===== src/rtl/ram_fifo_ctrl_pkg.sv =====
// Shared constants for the nibble FIFO controller in front of ram_4x8.
package ram_fifo_ctrl_pkg;

   localparam int DATA_W_DEF = 4;
   localparam int ADDR_W_DEF = 3;

   localparam logic RAM_RW_WRITE = 1'b0;
   localparam logic RAM_RW_READ  = 1'b1;

   localparam logic [1:0] GNT_NONE = 2'd0;
   localparam logic [1:0] GNT_WR   = 2'd1;
   localparam logic [1:0] GNT_RD   = 2'd2;

endpackage


===== src/rtl/ram_port_arb.sv =====
// Single RAM port arbiter: one grant per cycle, round-robin on conflicts.
module ram_port_arb
   import ram_fifo_ctrl_pkg::*;
(
   input  logic       clk,
   input  logic       rst_n,
   input  logic       want_w,
   input  logic       want_r,
   output logic [1:0] gnt
);

   logic prio_q;
   logic prio_d;
   logic conflict;

   assign conflict = want_w & want_r;

   // prio_q=0 favours the read side, and flips only after a conflict
   always_comb begin
      gnt    = GNT_NONE;
      prio_d = prio_q;
      unique case (1'b1)
         conflict: begin
            gnt    = prio_q ? GNT_WR : GNT_RD;
            prio_d = ~prio_q;
         end
         (want_w & ~want_r): gnt = GNT_WR;
         (want_r & ~want_w): gnt = GNT_RD;
         default: ;
      endcase
   end

   always_ff @(posedge clk or negedge rst_n) begin
      if (!rst_n) begin
         prio_q <= 1'b0;
      end else begin
         prio_q <= prio_d;
      end
   end

endmodule


===== src/rtl/ram_fifo_ctrl.sv =====
// FIFO controller driving the 8x4 single-port RAM from a push/pop stream.
module ram_fifo_ctrl
   import ram_fifo_ctrl_pkg::*;
#(
   parameter int DATA_W = DATA_W_DEF,
   parameter int ADDR_W = ADDR_W_DEF,
   parameter int DEPTH  = 1 << ADDR_W
) (
   input  logic              clk,
   input  logic              rst_n,
   input  logic              push_valid,
   output logic              push_ready,
   input  logic [DATA_W-1:0] push_data,
   input  logic              pop_req,
   output logic              pop_ack,
   output logic              pop_valid,
   output logic [DATA_W-1:0] pop_data,
   output logic [ADDR_W-1:0] ram_addr,
   output logic              ram_rw,
   output logic [DATA_W-1:0] ram_data_in,
   input  logic [DATA_W-1:0] ram_data_out,
   output logic [ADDR_W:0]   count,
   output logic              full,
   output logic              empty
);

   logic [ADDR_W-1:0] wr_ptr_q;
   logic [ADDR_W-1:0] wr_ptr_d;
   logic [ADDR_W-1:0] rd_ptr_q;
   logic [ADDR_W-1:0] rd_ptr_d;
   logic [ADDR_W:0]   count_q;
   logic [ADDR_W:0]   count_d;
   logic              pop_valid_q;
   logic              pop_valid_d;
   logic              want_w;
   logic              want_r;
   logic [1:0]        gnt;

   assign count = count_q;
   assign full  = (count_q == (ADDR_W+1)'(DEPTH));
   assign empty = (count_q == '0);

   assign want_w = push_valid & ~full;
   assign want_r = pop_req & ~empty;

   ram_port_arb u_arb (
      .clk    (clk),
      .rst_n  (rst_n),
      .want_w (want_w),
      .want_r (want_r),
      .gnt    (gnt)
   );

   assign push_ready = want_w & (gnt == GNT_WR);
   assign pop_ack    = want_r & (gnt == GNT_RD);

   // Idle cycles issue a harmless read at rd_ptr so the RAM is never written
   always_comb begin
      wr_ptr_d    = wr_ptr_q;
      rd_ptr_d    = rd_ptr_q;
      count_d     = count_q;
      pop_valid_d = 1'b0;
      ram_rw      = RAM_RW_READ;
      ram_addr    = rd_ptr_q;
      ram_data_in = '0;
      unique case (gnt)
         GNT_WR: begin
            ram_rw      = RAM_RW_WRITE;
            ram_addr    = wr_ptr_q;
            ram_data_in = push_data;
            wr_ptr_d    = wr_ptr_q + ADDR_W'(1);
            count_d     = count_q + (ADDR_W+1)'(1);
         end
         GNT_RD: begin
            rd_ptr_d    = rd_ptr_q + ADDR_W'(1);
            count_d     = count_q - (ADDR_W+1)'(1);
            pop_valid_d = 1'b1;
         end
         default: ;
      endcase
   end

   always_ff @(posedge clk or negedge rst_n) begin
      if (!rst_n) begin
         wr_ptr_q    <= '0;
         rd_ptr_q    <= '0;
         count_q     <= '0;
         pop_valid_q <= 1'b0;
      end else begin
         wr_ptr_q    <= wr_ptr_d;
         rd_ptr_q    <= rd_ptr_d;
         count_q     <= count_d;
         pop_valid_q <= pop_valid_d;
      end
   end

   assign pop_valid = pop_valid_q;
   assign pop_data  = pop_valid_q ? ram_data_out : '0;

endmodule

===== config.mk =====
export PLATFORM = sky130hd
export DESIGN_NAME = ram_fifo_ctrl
export DESIGN_NICKNAME = d
export VERILOG_FILES = /design/src/rtl/ram_fifo_ctrl_pkg.sv /design/src/rtl/ram_port_arb.sv /design/src/rtl/ram_fifo_ctrl.sv
export SDC_FILE = /design/constraint.sdc
export NUM_CORES = 1
export LEC_CHECK = 0
export ABC_AREA = 1
export CAP_MARGIN = 20
export CELL_PAD_IN_SITES_DETAIL_PLACEMENT = 0
export CELL_PAD_IN_SITES_GLOBAL_PLACEMENT = 1
export CORE_MARGIN = 10
export CORE_UTILIZATION = 31
export DETAILED_ROUTE_END_ITERATION = 8
export PLACE_DENSITY_LB_ADDON = 0.1
export SYNTH_ARGS = -nofsm -noshare
export SYNTH_HDL_FRONTEND = slang
export SYNTH_HIERARCHICAL = 1
export SYNTH_SLANG_ARGS = --single-unit

===== constraint.sdc =====
create_clock -name clk -period 5 [get_ports clk]
set_input_delay 1 -clock clk [delete_from_list [all_inputs] [get_ports clk]]
set_output_delay 1 -clock clk [all_outputs]
set_load 0.02 [all_outputs]

==> results.yml <==
setup_path:
  cp.arrival_ns: 3.30
  crit_type: "in -> out"
  cp_max_fo: 12
  cp-start-kind: "primary input"
  r2r_cells: 13
  rrSetupSlack_ns: 2.54
  crit_required_ns: 4.00
  r2r-end: "count[2]"
  crit_path_end_kind: "primary output"
  rr_startpoint: "count[1]"
floorplanning:
  die_area_sq_um: 4994
  pin_count: 33
  initial_utilization_pct: 32.42
  die_h_um: 70.67
  core_area_sq_um: 2455
  die_w_um: 70.67
  rows: 18
synth:
  synth-seq-area-share_pct: 37.74
  synth_area_sq_um: 795.8
  synthCells: 109
  yosysWarnings: 6
  synthTopCellsByArea: "dfrtp_1, nand2_1, ha_1"
  syn_avg_cell_area_sq_um: 7.301
  netlist.top_cell.by_area: "dfrtp_1"
  yosysTopAreaCellShare_pct: 37.74
  synth-seq-cells: 12
  synth_cell_types: 18
  syn_nets: 127
timing:
  setup_viol: 0
  relSlewSlack_pct: 62.77
  max_slew.worst_pin.slew_ns: 0.5567
  fmax_mhz: 232.6
  min_period_ns: 4.299
  fin_crit_sh_pct: 85.97
  slew_violations: 0
  rsz0062_at_grt: "no"
  hold_viol: 0
  final.setup_skew_ns: 0.005470
  tns_ns: 0
pwr:
  totalPowerFinal_mw: 0.7178
  seq_power_share_pct: 27.9
  power_frac_clock_pct: 8.0
  p_per_area_nw_per_um2: 615.6
  internal-power_mw: 0.3821
  vdd_drop_max_mv: 0.2808
  p_sw_mw: 0.3357
  p_sw_share_pct: 46.77
  leakagePower_nw: 0.6212
  combPwrFrac_pct: 64.1
hold_path:
  hp-start: "u_arb/prio_q"
  holdPathEnd: "u_arb/prio_q"
  hold_depth: 2
  hold_path.class: "reg -> reg"
drt:
  routed_wl_mm: 1.990
  wl_per_cell_um: 11.57
  vias: 727
  drtIter0Drc: 24
  drtPass1Iterations: 4
  drtAntennaViolNets: 0
  drc: 0
  viasPerCell: 4.227
placement:
  port_buffers: 32
  gp_congestion: 0.7824
  post-dp-hpwl_mm: 1.662
  place_area_sq_um: 1144
  dp.cells: 169
cts:
  cts_hold_buf: 0
  cts_tree: "yes"
  cts_resized: 0
  postCtsSetupRepairBufs: 0
  cts-root-buf: "clkbuf_4"
  insertion_delay_ns: 0.27
  clk_pin_slew_worst_paths_ns: 0.07
  htree_levels: 1
  cts_made_buffers: 3
  clockBufferDepth: 2
  cts_sinks: 12
global_routing:
  grt_overflow: 0
  grt_max_degree: 13
  first_global_vias: 724
  grt_antenna_before_repair: 0
  grt_use_total_pct: 7.924
  grt_pass1_wl_mm: 3.312
flow_run:
  maxCapViolCount: 0
finish:
  layout_common_cells: "nand2_1, clkdlybuf4s50_1, inv_1"
  areaGrowthSynthToFinish_pct: 46.54
  post-route-cell-area_sq_um: 1166
  layoutNonFillerInstCount: 172
  register_area_sq_um: 300.3
  multi_input_area_sq_um: 395.4
  n_fill_cell: 252
  layout-drive-gt1-share_pct: 8.451
  fin_nets: 162
  n_antenna_cell: 0
  final_common_cell: "nand2_1"
run_status:
  status: "completed"
[per-layer routing]
metal  vias to the layer above  global-route usage (%)  part of all wire [%]
met3                         2                   4.742                   9.7
met5                         -                       0                     0
met1                       320                   7.994                    41
li1                        388                       -                     -
met2                        17                   13.37                    48
met4                         0                   2.581                  0.80
[critical path, stage by stage]
cell and delay [ns]:
clkdlybuf4s50_1 0.45, inv_1 0.05, nor2_1 0.17, inv_1 0.08, a21oi_1 0.18, ha_1 0.43, inv_2 0.12, nor3_1 0.19
clkdlybuf4s50_1 0.63
[registers in the layout, indices dropped and copies added, names as in the netlist]
name and count:
rd_ptr_q 3, pop_valid 1, u_arb/prio_q 1, count 4
wr_ptr_q 3
[how the worst max path moves through the flow]
| stage | start | endpoint | slack, ns | cells after the start |
|---|---|---|---|---|
| after global routing | push_valid | push_ready | 0.42 | 9 |
| after CTS | push_valid | push_ready | 0.67 | 9 |
| final | push_valid | push_ready | 0.70 | 9 |
| after detailed placement | push_valid | push_ready | 0.67 | 9 |
| after global placement | push_valid | push_ready | 0.74 | 9 |
| after floorplan | pop_req | pop_ack | 1.73 | 7 |
[synth_stat cells, drive strengths merged]
library cell  number
a21oi              2
buf                2
dfrtp             12
ha                 6
inv               24
nand2             39
nand3              4
nor2               6
nor3               2
nor3b              1
o21ai              4
xnor2              2
xor2               5
[through the flow]
stage                     util (%)  hold WS [ns]  setup WS, ns
after CTS                    47.50        0.4979        0.6689
after global routing         47.50        0.5337        0.4229
final                        47.50        0.4893        0.7014
after floorplan                  -        0.4491         1.731
after global placement       46.59        0.4654        0.7356
after detailed placement     46.59        0.4799        0.6668
[power groups by stage]
stage / clock (mW) / combinational, mW / sequential (mW)
after detailed placement: 0 / 0.467 / 0.203
after CTS: 0.0616 / 0.470 / 0.201
after global placement: 0 / 0.461 / 0.201
after floorplan: 0 / 0.277 / 0.214
final: 0.0575 / 0.460 / 0.200
after global routing: 0.0673 / 0.514 / 0.208
[final cells by class]
| class | count | area share (%) |
|---|---|---|
| inverters | 24 | 7.725 |
| multi-input cells | 71 | 33.91 |
| clock buffers | 3 | 1.931 |
| flip-flops and latches | 12 | 25.75 |
| repair buffers | 32 | 27.47 |
| well taps | 30 | 3.219 |
[cells by family after synthesis]
logic type,Yosys count,synth area share (%)
xor gates and xnor gates,7,7.705
DFF,12,37.74
and+or+nand+nor,52,28.77
AOI/OAI and AO/OA,6,3.774
buffers and inverters,26,12.58
adders and majority gates,6,9.434
(Power assumes the default switching activity.)
